==> config.mk <==
export PLATFORM = sky130hd
export DESIGN_NAME = ex_result_stage
export DESIGN_NICKNAME = d
export VERILOG_FILES = /design/src/rtl/ex_result_stage_pkg.sv /design/src/rtl/ex_skid_buf.sv /design/src/rtl/ex_result_stage.sv
export SDC_FILE = /design/constraint.sdc
export NUM_CORES = 1
export LEC_CHECK = 0
export ABC_CLOCK_PERIOD_IN_PS = 2260
export BUFFER_PORTS_ARGS = -buffer_cell sky130_fd_sc_hd__buf_2
export CAP_MARGIN = 15
export CORE_MARGIN = 4
export CORE_UTILIZATION = 30
export CTS_CLUSTER_DIAMETER = 60
export DETAILED_ROUTE_END_ITERATION = 8
export PLACE_DENSITY = 0.61
export RECOVER_POWER = 100
export SLEW_MARGIN = 10
export SYNTH_ARGS = -nofsm -noshare
export SYNTH_HDL_FRONTEND = slang
export SYNTH_SLANG_ARGS = --single-unit
==> constraint.sdc <==
create_clock -name clock -period 2.26 [get_ports clock]
set_clock_uncertainty 0.2 [all_clocks]
set_input_delay 0.226 -clock clock [delete_from_list [all_inputs] [get_ports clock]]
set_output_delay 0.226 -clock clock [all_outputs]
set_load 0.05 [all_outputs]
==> src/rtl/ex_result_stage_pkg.sv <==
// ============================================================================
//  Module   : ex_result_stage_pkg
//  Brief    : Shared EX/MEM record layout, kind/size codes and store-lane helper.
//  Revision : 1.0
// ============================================================================
`default_nettype none

package ex_result_stage_pkg;

    localparam int EX_XLEN = 32;

    localparam logic [2:0] EX_KIND_ALU    = 3'd0;
    localparam logic [2:0] EX_KIND_LOAD   = 3'd1;
    localparam logic [2:0] EX_KIND_STORE  = 3'd2;
    localparam logic [2:0] EX_KIND_BRANCH = 3'd3;
    localparam logic [2:0] EX_KIND_JAL    = 3'd4;
    localparam logic [2:0] EX_KIND_JALR   = 3'd5;

    localparam logic [1:0] MEM_SIZE_BYTE = 2'd0;
    localparam logic [1:0] MEM_SIZE_HALF = 2'd1;
    localparam logic [1:0] MEM_SIZE_WORD = 2'd2;

    typedef struct packed {
        logic [EX_XLEN-1:0] pc;
        logic [4:0]         rd;
        logic               wen;
        logic [2:0]         kind;
        logic [1:0]         size;
        logic [EX_XLEN-1:0] result;
        logic [EX_XLEN-1:0] addr;
        logic [EX_XLEN-1:0] wdata;
        logic               misaligned;
    } ex_rec_t;

    localparam int EX_REC_W = $bits(ex_rec_t);

    typedef enum logic [1:0] {
        SKID_EMPTY = 2'd0,
        SKID_ONE   = 2'd1,
        SKID_TWO   = 2'd2
    } skid_state_t;

    function automatic logic [EX_XLEN-1:0] replicate_store(
        input logic [1:0]         size,
        input logic [EX_XLEN-1:0] data
    );
        logic [EX_XLEN-1:0] lanes;
        case (size)
            MEM_SIZE_BYTE: lanes = {4{data[7:0]}};
            MEM_SIZE_HALF: lanes = {2{data[15:0]}};
            default:       lanes = data;
        endcase
        return lanes;
    endfunction

endpackage

`default_nettype wire

==> src/rtl/ex_skid_buf.sv <==
// ============================================================================
//  Module   : ex_skid_buf
//  Brief    : Generic 2-entry valid/ready skid buffer; ready is registered.
//  Revision : 1.0
// ============================================================================
`default_nettype none

module ex_skid_buf #(
    parameter int               WIDTH     = 8,
    parameter logic [WIDTH-1:0] RESET_VAL = '0
) (
    input  logic             clk,
    input  logic             rst_n,
    input  logic             i_flush,
    input  logic             i_valid,
    output logic             o_ready,
    input  logic [WIDTH-1:0] i_data,
    output logic             o_valid,
    input  logic             i_ready,
    output logic [WIDTH-1:0] o_data
);
    import ex_result_stage_pkg::*;

    skid_state_t      r_state;
    skid_state_t      w_state_nxt;
    logic [WIDTH-1:0] r_main;
    logic [WIDTH-1:0] r_skid;
    logic             w_push;
    logic             w_pop;
    logic             w_load_main_in;
    logic             w_load_main_skid;
    logic             w_load_skid;

    // Ready comes straight from the state register, so no path from i_ready.
    assign o_ready = (r_state != SKID_TWO);
    assign o_valid = (r_state != SKID_EMPTY);
    assign o_data  = r_main;
    assign w_push  = i_valid && o_ready;
    assign w_pop   = o_valid && i_ready;

    always_comb begin
        w_state_nxt      = r_state;
        w_load_main_in   = 1'b0;
        w_load_main_skid = 1'b0;
        w_load_skid      = 1'b0;
        case (r_state)
            SKID_EMPTY: begin
                if (w_push) begin
                    w_state_nxt    = SKID_ONE;
                    w_load_main_in = 1'b1;
                end
            end
            SKID_ONE: begin
                if (w_push && w_pop) begin
                    w_load_main_in = 1'b1;
                end else if (w_push) begin
                    w_state_nxt = SKID_TWO;
                    w_load_skid = 1'b1;
                end else if (w_pop) begin
                    w_state_nxt = SKID_EMPTY;
                end
            end
            SKID_TWO: begin
                if (w_pop) begin
                    w_state_nxt      = SKID_ONE;
                    w_load_main_skid = 1'b1;
                end
            end
            default: w_state_nxt = SKID_EMPTY;
        endcase
        if (i_flush) begin
            w_state_nxt      = SKID_EMPTY;
            w_load_main_in   = 1'b0;
            w_load_main_skid = 1'b0;
            w_load_skid      = 1'b0;
        end
    end

    always_ff @(posedge clk or negedge rst_n) begin
        if (!rst_n) begin
            r_state <= SKID_EMPTY;
        end else begin
            r_state <= w_state_nxt;
        end
    end

    always_ff @(posedge clk or negedge rst_n) begin
        if (!rst_n) begin
            r_main <= RESET_VAL;
            r_skid <= RESET_VAL;
        end else begin
            if (w_load_main_in) begin
                r_main <= i_data;
            end else if (w_load_main_skid) begin
                r_main <= r_skid;
            end
            if (w_load_skid) begin
                r_skid <= i_data;
            end
        end
    end

endmodule

`default_nettype wire

==> src/rtl/ex_result_stage.sv <==
// ============================================================================
//  Module   : ex_result_stage
//  Brief    : EX->MEM boundary register: results, redirect, memory address/data.
//             Define EX_SKID_EN for the 2-entry skid buffer with registered ready.
//  Revision : 1.0
// ============================================================================
`default_nettype none

module ex_result_stage #(
    parameter int          XLEN     = 32,
    parameter logic [31:0] RESET_PC = 32'h0000_0000
) (
    input  logic            clock,
    input  logic            reset_n,
    input  logic            io_flush,
    input  logic            io_in_valid,
    output logic            io_in_ready,
    input  logic [XLEN-1:0] io_in_pc,
    input  logic [2:0]      io_in_kind,
    input  logic [XLEN-1:0] io_in_imm,
    input  logic [4:0]      io_in_rd,
    input  logic            io_in_wen,
    input  logic [1:0]      io_in_size,
    input  logic [XLEN-1:0] io_in_store_data,
    input  logic [XLEN-1:0] io_alu_out,
    input  logic [XLEN-1:0] io_alu_adder_out,
    input  logic            io_alu_cmp_out,
    output logic            io_out_valid,
    input  logic            io_out_ready,
    output logic [XLEN-1:0] io_out_pc,
    output logic [4:0]      io_out_rd,
    output logic            io_out_wen,
    output logic [2:0]      io_out_kind,
    output logic [1:0]      io_out_size,
    output logic [XLEN-1:0] io_out_result,
    output logic [XLEN-1:0] io_out_addr,
    output logic [XLEN-1:0] io_out_wdata,
    output logic            io_out_misaligned,
    output logic            io_redirect_valid,
    output logic [XLEN-1:0] io_redirect_target
);
    import ex_result_stage_pkg::*;

    localparam ex_rec_t c_rec_reset = '{pc: RESET_PC, default: '0};

    logic            w_fire;
    logic            w_is_mem;
    logic            w_is_branch;
    logic            w_is_jump;
    logic            w_taken;
    logic [XLEN-1:0] w_pc_plus4;
    logic [XLEN-1:0] w_target;
    logic            w_mis_mem;
    logic            w_mis_jump;
    logic            w_misaligned;
    logic            w_redirect;
    ex_rec_t         w_rec;
    ex_rec_t         w_out_rec;
    logic            w_out_valid;
    logic            r_redir_valid;
    logic [XLEN-1:0] r_redir_target;

    assign w_fire      = io_in_valid && io_in_ready;
    assign w_is_mem    = (io_in_kind == EX_KIND_LOAD) || (io_in_kind == EX_KIND_STORE);
    assign w_is_branch = (io_in_kind == EX_KIND_BRANCH);
    assign w_is_jump   = (io_in_kind == EX_KIND_JAL) || (io_in_kind == EX_KIND_JALR);
    assign w_taken     = w_is_jump || (w_is_branch && io_alu_cmp_out);
    assign w_pc_plus4  = io_in_pc + 32'd4;

    // JALR drops bit 0 of the computed target; everything else is pc-relative.
    assign w_target = (io_in_kind == EX_KIND_JALR) ? {io_alu_adder_out[XLEN-1:1], 1'b0}
                                                   : io_in_pc + io_in_imm;

    assign w_mis_mem = w_is_mem &&
                       (((io_in_size == MEM_SIZE_HALF) && io_alu_adder_out[0]) ||
                        ((io_in_size == MEM_SIZE_WORD) && (io_alu_adder_out[1:0] != 2'b00)));
    assign w_mis_jump   = w_taken && w_target[1];
    assign w_misaligned = w_mis_mem || w_mis_jump;
    assign w_redirect   = w_taken && !w_misaligned;

    always_comb begin
        w_rec            = c_rec_reset;
        w_rec.pc         = io_in_pc;
        w_rec.rd         = io_in_rd;
        w_rec.wen        = io_in_wen && !w_is_branch && !w_misaligned;
        w_rec.kind       = io_in_kind;
        w_rec.size       = io_in_size;
        w_rec.addr       = w_is_mem ? io_alu_adder_out : '0;
        w_rec.wdata      = replicate_store(io_in_size, io_in_store_data);
        w_rec.misaligned = w_misaligned;
        if (w_is_branch) begin
            w_rec.result = '0;
        end else if (w_is_jump) begin
            w_rec.result = w_pc_plus4;
        end else begin
            w_rec.result = io_alu_out;
        end
    end

`ifdef EX_SKID_EN
    logic [EX_REC_W-1:0] w_skid_data;

    ex_skid_buf #(
        .WIDTH     (EX_REC_W),
        .RESET_VAL (c_rec_reset)
    ) u_skid (
        .clk     (clock),
        .rst_n   (reset_n),
        .i_flush (io_flush),
        .i_valid (io_in_valid),
        .o_ready (io_in_ready),
        .i_data  (w_rec),
        .o_valid (w_out_valid),
        .i_ready (io_out_ready),
        .o_data  (w_skid_data)
    );

    assign w_out_rec = ex_rec_t'(w_skid_data);
`else
    logic    r_valid;
    ex_rec_t r_rec;

    assign io_in_ready = !r_valid || io_out_ready;
    assign w_out_valid = r_valid;
    assign w_out_rec   = r_rec;

    always_ff @(posedge clock or negedge reset_n) begin
        if (!reset_n) begin
            r_valid <= 1'b0;
            r_rec   <= c_rec_reset;
        end else if (io_flush) begin
            r_valid <= 1'b0;
        end else if (w_fire) begin
            r_valid <= 1'b1;
            r_rec   <= w_rec;
        end else if (io_out_ready) begin
            r_valid <= 1'b0;
        end
    end
`endif

    // Redirect is tied to acceptance, not to the record reaching the memory stage.
    always_ff @(posedge clock or negedge reset_n) begin
        if (!reset_n) begin
            r_redir_valid  <= 1'b0;
            r_redir_target <= RESET_PC;
        end else begin
            r_redir_valid <= w_fire && !io_flush && w_redirect;
            if (w_fire && !io_flush && w_redirect) begin
                r_redir_target <= w_target;
            end
        end
    end

    assign io_out_valid       = w_out_valid;
    assign io_out_pc          = w_out_rec.pc;
    assign io_out_rd          = w_out_rec.rd;
    assign io_out_wen         = w_out_rec.wen;
    assign io_out_kind        = w_out_rec.kind;
    assign io_out_size        = w_out_rec.size;
    assign io_out_result      = w_out_rec.result;
    assign io_out_addr        = w_out_rec.addr;
    assign io_out_wdata       = w_out_rec.wdata;
    assign io_out_misaligned  = w_out_rec.misaligned;
    assign io_redirect_valid  = r_redir_valid;
    assign io_redirect_target = r_redir_target;

endmodule

`default_nettype wire

==> flow_summary.toml, run 1 <==
[status]
outcome = "completed"

[timing]
worst_slack_ns = 0.0135
clock.fmax_mhz = 445
whs_ns = 0.00150
slew_violations = 0
worst_pin_slew_ns = 1.35
relSlewSlack_pct = 9.99
finalCritPeriodShare_pct = 99.4
post-route-min-period_ns = 2.25
setup-violations-final = 0
hold_viol = 0

[route]
wl_mm = 39.2
vias = 10400
viasPerCell = 4.90
drt_iter0_markers = 515
first_pass_iters = 5
wire_per_inst_um = 18.5
drc = 0
ant_nets = 0

[die]
die_h_um = 186
start_util_pct = 30.7
io_pins = 352
fp-row-count = 64
die_w_um = 186
dieArea_um2 = 34400
coreArea_um2 = 30800

[logic_synthesis]
synth_warnings = 0
synth_commonest_cells = "328 x nand2_1, 174 x dfrtp_1, 88 x o21ai_0"
synth-seq-cells = 174
synth_top_flop_cell = "dfrtp_1"
avgSynthCellArea_um2 = 8.46
ys_top_cells_by_area = "dfrtp_1 46%, nand2_1 13%, o21ai_0 4.7%, ha_1 4.2%, a21oi_1 3.8%"
synth_top_area_share_pct = 46.0
yosysTopAreaCell = "dfrtp_1"
synth_cell_type_count = 57
synthesis.area_um2 = 9460
syn_nets = 1328
synth_most_common_cell = "nand2_1"
async_flop_share_pct = 100
yosysSeqAreaShare_pct = 46.0
synth-edff-count = 0
netlist_instances = 1118

[placement]
io_buffers = 351
post-place-ws_ns = -0.556
gp_congestion = 0.926
hpwlAfterDp_mm = 29.8
place_inst = 1952

[critical_path]
cp.arrival_ns = 2.37
path_max_fanout = 3
crit_required_ns = 2.39
critPathLaunch = "io_in_imm[0]"
worst_setup_path_start_kind = "input port"
critPathKind = "input port to flip-flop"
crit_path_end_kind = "flip-flop"
r2r-start = "io_out_valid$_DFFE_PN0P_"

[layout]
nNetsFinal = 1921
areaGrowthSynthToFinish_pct = 53.9
drive_above_1_share_pct = 22.8
stdcell_count = 2123

[clock_tree]
clock-sinks = 174
cts_root_buf = "clkbuf_16"
clock_path_buffers = 2
clkSlewWorstSetupHoldPaths_ns = 0.07
cts_tree = "built"
cts_buffers = 17
h-tree-depth = 4
clock_latency_ns = 0.43

[global_routing]
grt_max_degree = 101
grt_pass1_wl_mm = 58.6
grt_pass1_vias = 10500
antenna_found_initial = 8
grt_overflow_total = 0
grt_usage_pct = 22.1

[power]
p_total_w = 0.0117
vdd_drop_max_uv = 604
p_per_area_nw_per_um2 = 801
power.leakage_nw = 6.93

[hold_path]
min_from = "io_in_pc[1]"
min_path_type = "input port to flip-flop"

[job]
cap_violations = 0
-- state kept, by name (all words and copies together) (netlist names) --
register and cells:
io_out_addr 32, io_out_pc 32, io_out_result 32, io_out_wdata 32, io_redirect_target 32, io_out_rd 5
io_out_kind 3, io_out_size 2, io_out_misaligned 1, io_out_valid 1, io_out_wen 1, io_redirect_valid 1
-- cells in the final DEF (no fill, tap or decap), types with 57 or more instances in the layout --
| master | instances |
|---|---|
| a21oi_1 | 68 |
| o21ai_0 | 88 |
| buf_4 | 146 |
| nand2_1 | 325 |
| dfrtp_1 | 173 |
| nand3_1 | 57 |
| dlygate4sd3_1 | 134 |
| clkbuf_1 | 175 |
| buf_2 | 175 |
| nor2_1 | 63 |
-- final cells by class --
class                           instances  area (um2)
Multi-Input combinational cell        872        4950
Clock buffer                           19         433
Tap cell                              396         495
Timing Repair Buffer                  640        4150
Inverter                                6        25.0
Antenna cell                            4        10.0
Clock inverter                         12         136
Fill cell                            3091       16300
Sequential cell                       174        4360
-- final timing paths --
kind	to	cells after the start	slack, ns
setup / recovery	io_redirect_target[30]$_DFFE_PN0P_	10	0.01
hold / removal	io_out_pc[1]$_DFFE_PN0P_	4	0.001
setup reg to reg	io_redirect_target[31]$_DFFE_PN0P_	9	0.10
hold reg to reg	io_out_addr[25]$_DFFE_PN0P_	2	0.26
max in group asynchronous	io_out_result[30]$_DFFE_PN0P_	3	0.30
min in group asynchronous	io_out_size[0]$_DFFE_PN0P_	2	0.45
-- power breakdown --
group	switching, W	internal, W	leakage (nW)
Sequential	0.000338	0.00365	2.19
Clock	0.00134	0.00164	0.271
Combinational	0.00341	0.00128	4.47
-- through the flow --
step / setup TNS (ns) / util (%) / instance area [um2]
after floorplan: -0.313 / - / 9500
after global placement: -9.19 / 41.3 / 12700
after detailed placement: -10.54 / 41.3 / 12700
after CTS: -0.00235 / 47.6 / 14700
after global routing: -0.0410 / 47.2 / 14600
final: 0 / 47.2 / 14600
-- timing repair --
action	in CTS	in global routing
pin swaps	3	6
hold buffers	134	0
buffers inserted	0	1
cloned	0	1
endpoints found under the hold margin	271	0
resized for setup	6	17
setup endpoints to repair	6	26
-- cells by family after synthesis --
| family | Yosys count | share of synthesized area, % |
|---|---|---|
| fa+ha+maj | 33 | 4.44 |
| flops | 174 | 46.0 |
| mux | 30 | 3.19 |
| xor+xnor | 54 | 5.00 |
| simple gates | 511 | 22.9 |
| buf+inv | 72 | 2.99 |
| compound gates | 244 | 15.5 |
-- per-layer routing --
layer,wire length (um),vias up,share of wire (%),track usage [%]
met4,953,8,2.4,6.41
li1,-,5036,-,-
met1,15900,4893,41,26.6
met5,47,-,0.12,0
met3,3130,56,8.0,6.18
met2,19200,406,49,38.7
-- worst max-delay path, cell delays in order --
cell and delay (ns):
buf_2 0.12, ha_4 0.17, fa_2 0.35, a21o_4 0.23, a311oi_4 0.24, or4_4 0.22
nand2_4 0.06, a21oi_2 0.16, mux2_4 0.31, a221o_1 0.28
(Power assumes the default switching activity.)
==> run 2, diff against run 1 <==
CORE_UTILIZATION = 50   (was 30)
PLACE_DENSITY = 0.89   (was 0.61)
==> flow_summary.toml, run 2 (synthesis results as in run 1) <==
[route]
wl_mm = 39.8
drc = 0
top_layer_used = "met5"
ant_nets = 0
wl_met3_mm = 3.67
drt_iter0_markers = 916
wire_per_inst_um = 20.4
vias = 11300
first_pass_iters = 6
wl_met1_mm = 14.1
wl_met2_mm = 19.5
viasPerCell = 5.78

[global_routing]
grt_max_degree = 96
grt_usage_pct = 36.8
antenna_found_initial = 5
grt_pass1_wl_mm = 62.2
grt_pass1_vias = 11600
grt_overflow_total = 0

[critical_path]
cp_cell_sequence = "buf_2, dlygate4sd3_1, buf_4, and4_1, nand3_2, nor3_2, and3_4, nand4_1, xor2_1, o21ai_0"
max_stage_delay_ns = 0.58
crit_path_end_kind = "flip-flop"
critPathLaunch = "io_in_pc[11]"
crit_required_ns = 2.40
worst_setup_path_start_kind = "input port"
critPathKind = "input port to flip-flop"
crit_slowest_cell = "dlygate4sd3_1"
cp.arrival_ns = 2.44
r2r_setup_slack_ns = 0.04
path_max_fanout = 4
r2r-start = "io_out_valid$_DFFE_PN0P_"

[power]
p_total_w = 0.0117
power.switching_w = 0.00513
vdd_drop_max_uv = 643
power.leakage_nw = 6.88
pwr-share-comb_pct = 40.5
clkPwrFrac_pct = 25.2
p_seq_share_pct = 34.3
p_sw_share_pct = 43.8
p_per_area_nw_per_um2 = 819
power.internal_w = 0.00658

[placement]
hpwlAfterDp_mm = 27.0
placed_area_um2 = 12500
io_buffers = 351
gp_congestion = 1.00

[die]
dieArea_um2 = 21200
die_h_um = 146
coreArea_um2 = 18600
fp-row-count = 50
die_w_um = 146
start_util_pct = 50.7
io_pins = 352

[hold_path]
min_from = "io_in_pc[4]"
min_path_type = "input port to flip-flop"

[layout]
areaGrowthSynthToFinish_pct = 51.1
final_common_cell = "nand2_1"
fillerInstances = 1301
layout_common_cells = "326 x nand2_1, 180 x clkbuf_1, 173 x dfrtp_1"
nNetsFinal = 1915
drive_above_1_share_pct = 22.7
fin_area_um2 = 14300

[clock_tree]
h-tree-depth = 4
clock-sinks = 174
clock_latency_ns = 0.42
cts_buffers = 17
clock_path_buffers = 2
cts_root_buf = "clkbuf_16"
clkSlewWorstSetupHoldPaths_ns = 0.07
cts_tree = "built"

[timing]
worst_slack_ns = -0.0394
worst_pin_slew_ns = 1.36
relSlewSlack_pct = 9.25
clock.fmax_mhz = 435
hold_viol = 0
slew_violations = 0
post-route-min-period_ns = 2.30
finalCritPeriodShare_pct = 102
grt_setup_unrepaired = "true"
setup-violations-final = 3

[status]
outcome = "finished, violations left"
violations = "negative setup slack"

[job]
cap_violations = 0
==> run 2: cell count changes in the layout (fill, tap and decap cells not counted), sizes merged <==
cell	change
diode	-2
dlygate4sd3	-1
clkbuf	+11
buf	-16
==> run 2: power groups by stage <==
stage	Clock, W	Combinational [W]	Sequential (W)
5_1_grt	0.00312	0.00499	0.00406
3_3_place_gp	0	0.00452	0.00400
6_report	0.00295	0.00474	0.00402
3_5_place_dp	0	0.00460	0.00400
4_1_cts	0.00297	0.00479	0.00396
2_1_floorplan	0	0.00109	0.00591
==> run 2: routing by layer <==
metal	track usage (%)	vias up
li1	-	5025
met5	0	-
met3	8.81	190
met1	42.8	5306
met2	63.4	755
met4	19.4	8
==> run 2: final cells by class <==
class / instances / area (um2) / area share (%)
clock inverter: 12 / 135 / 0.945
clock buffer: 19 / 443 / 3.10
antenna: 2 / 5.00 / 0.0350
multi-input combinational: 872 / 4980 / 34.9
timing repair buffer: 634 / 4060 / 28.4
sequential: 174 / 4360 / 30.5
tap: 234 / 293 / 2.05
inverter: 6 / 25.0 / 0.175
==> run 2: repair_timing <==
action                                 CTS  global route
cloned                                   0             0
resized for setup                        5            31
buffers inserted                         2             0
setup endpoints to repair                1            68
endpoints found under the hold margin  289             0
pin swaps                                8             8
hold buffers                           133             0
==> run 2: final timing paths <==
| kind | end | cells after the start |
|---|---|---|
| worst max-delay path | io_out_result[21]$_DFFE_PN0P_ | 10 |
| worst min-delay path | io_out_pc[4]$_DFFE_PN0P_ | 4 |
| worst max register to register | io_redirect_target[31]$_DFFE_PN0P_ | 9 |
| worst min register to register | io_out_addr[31]$_DFFE_PN0P_ | 2 |
| max in group asynchronous | io_out_result[16]$_DFFE_PN0P_ | 3 |
| min in group asynchronous | io_out_addr[15]$_DFFE_PN0P_ | 2 |
==> run 2: critical path, delay by kind of cell <==
kind / cells / cell delay (ns)
xor+xnor: 1 / 0.16
buf+inv: 3 / 0.84
simple gates: 5 / 1.05
compound gates: 1 / 0.18
==> run 2: metrics by stage <==
stage	cells	TNS (ns)	util (%)	worst slack, ns	hold WS, ns
floorplan	1118	-0.313	-	-0.246	-0.270
detailed placement	1785	-6.95	67.0	-0.504	0.0174
global placement	1785	-6.12	67.0	-0.468	0.0171
CTS	1951	-0.0417	77.5	-0.0380	0.00555
finish	1953	-0.0492	76.7	-0.0394	0.0123
global route	1952	-0.556	76.7	-0.0731	0.00598
==> run 3, diff against run 2 <==
GPL_TIMING_DRIVEN = 0   (was not set)
==> flow_summary.toml, run 3 (synthesis results as in run 1) <==
[status]
outcome = "finished, violations left"
violations = "negative setup slack"

[die]
fp-row-count = 50
start_util_pct = 50.7
coreArea_um2 = 18600
io_pins = 352
die_w_um = 146
dieArea_um2 = 21200
die_h_um = 146

[timing]
setup-violations-final = 57
worst_slack_ns = -0.149
worst_pin_slew_ns = 1.08
post-route-min-period_ns = 2.41
slew_violations = 0
hold_viol = 0
grt_setup_unrepaired = "true"
fin_tns_setup_ns = -1.71
clock.fmax_mhz = 415
finalCritPeriodShare_pct = 107
relSlewSlack_pct = 28.3

[global_routing]
grt_pass1_wl_mm = 62.3
grt_max_degree = 101
grt_pass1_vias = 11300
antenna_found_initial = 7
grt_usage_pct = 37.2
grt_overflow_total = 0

[critical_path]
worst_setup_path_start_kind = "input port"
crit_required_ns = 2.38
max_stage_delay_ns = 0.42
crit_path_end_kind = "flip-flop"
path_buf_inv = 1
cp_cell_sequence = "buf_2, ha_1, a21oi_1, o221ai_1, nand2_1, nand4b_1, a21oi_4, mux2_4, a221o_1"
crit_family = "compound AO/OA/AOI/OAI gates"
reg2regPathDepth = 8
critPathKind = "input port to flip-flop"
cp.arrival_ns = 2.53
path_max_fanout = 7
cp.depth = 9
crit_slowest_cell = "ha_1"

[clock_tree]
clock-sinks = 174
clkSlewWorstSetupHoldPaths_ns = 0.07
h-tree-depth = 4
clock_path_buffers = 2
clock_latency_ns = 0.43
cts_root_buf = "clkbuf_16"
cts_tree = "built"
cts_buffers = 17

[layout]
fillerInstances = 1407
areaGrowthSynthToFinish_pct = 43.0
drive_above_1_share_pct = 16.9
stdcell_count = 1884
final_common_cell = "nand2_1"
nNetsFinal = 1845
layout_common_cells = "327 x nand2_1, 202 x clkbuf_1, 177 x buf_2"

[route]
wire_per_inst_um = 21.5
wl_mm = 40.4
vias = 11200
first_pass_iters = 6
ant_nets = 0
viasPerCell = 5.94
drt_iter0_markers = 913
drc = 0

[power]
power.leakage_nw = 6.39
p_per_area_nw_per_um2 = 841
vdd_drop_max_uv = 988
p_total_w = 0.0114

[placement]
gp_congestion = 0.962
io_buffers = 349
place_inst = 1702
hpwlAfterDp_mm = 27.7

[hold_path]
min_path_type = "input port to flip-flop"
worstHoldPathCells = 4

[job]
cap_violations = 0
## run 3: changes by cell type in the layout (fill, tap and decap cells not counted), moves of 3 or more
cell           previous run  this run
buf_4                   135        11
clkbuf_1                180       202
clkbuf_2                  4        25
buf_2                   169       177
dlygate4sd3_1           133       139
nor2_1                   61        65
nor2_2                    5         1
o21ai_0                  88        84
buf_12                    3         0
ha_1                     31        28
o21ai_1                   1         4
## run 3: worst min-delay path, delay by kind of cell
kind | cells | cell delay (ns)
AOI/OAI and AO/OA | 2 | 0.26
buffers and inverters | 1 | 0.08
and+or+nand+nor | 1 | 0.04
## run 3: stage by stage
stage          instance area [um2]  worst slack [ns]  util, %  hold WS (ns)
2_1_floorplan                 9500            -0.246        -        -0.270
4_1_cts                      13600            -0.166     73.0       0.00319
5_1_grt                      13500            -0.219     72.6        0.0121
3_3_place_gp                 11500             -2.27     61.9         0.208
6_report                     13500            -0.149     72.6       0.00446
3_5_place_dp                 11600            -0.758     62.1        0.0289
## run 3: final timing paths
check / endpoint / slack [ns] / start
max: io_redirect_target[30]$_DFFE_PN0P_ / -0.15 / io_in_pc[13]
min: io_out_result[12]$_DFFE_PN0P_ / 0.004 / io_alu_out[12]
max reg2reg: io_out_addr[11]$_DFFE_PN0P_ / -0.09 / io_out_valid$_DFFE_PN0P_
min reg2reg: io_out_addr[6]$_DFFE_PN0P_ / 0.27 / io_out_addr[6]$_DFFE_PN0P_
max in group asynchronous: io_out_valid$_DFFE_PN0P_ / 0.21 / reset_n
min in group asynchronous: io_out_addr[16]$_DFFE_PN0P_ / 0.31 / reset_n
## run 3: what timing repair did
item | in CTS | in global routing
setup buffers | 5 | 6
pin swaps | 5 | 14
hold buffers | 139 | 0
gates resized for setup | 17 | 68
endpoints found under the hold margin | 230 | 0
endpoints found under the setup margin | 173 | 119
gates cloned | 0 | 0
## run 3: layout make-up
cell class	instances	area (um2)	share of cell area (%)
Tap cell	234	293	2.16
Timing Repair Buffer	500	3050	22.5
Clock inverter	12	113	0.832
Inverter	6	25.0	0.185
Clock buffer	18	429	3.17
Multi-Input combinational cell	872	4950	36.6
Antenna cell	4	10.0	0.0740
Sequential cell	174	4360	32.2
Buffer	64	303	2.24
## run 3: power breakdown
group | switching (W) | internal [W] | total (W)
Combinational | 0.00346 | 0.00108 | 0.00454
Sequential | 0.000351 | 0.00366 | 0.00401
Clock | 0.00131 | 0.00152 | 0.00283
Total | 0.00513 | 0.00625 | 0.0114
## run 3: per-layer routing
metal,vias up,wire (um),global-route usage [%]
met3,189,4040,10.6
met4,8,2470,18.6
met2,814,19700,64.5
met5,-,51,0
li1,4889,-,-
met1,5289,14200,42.2
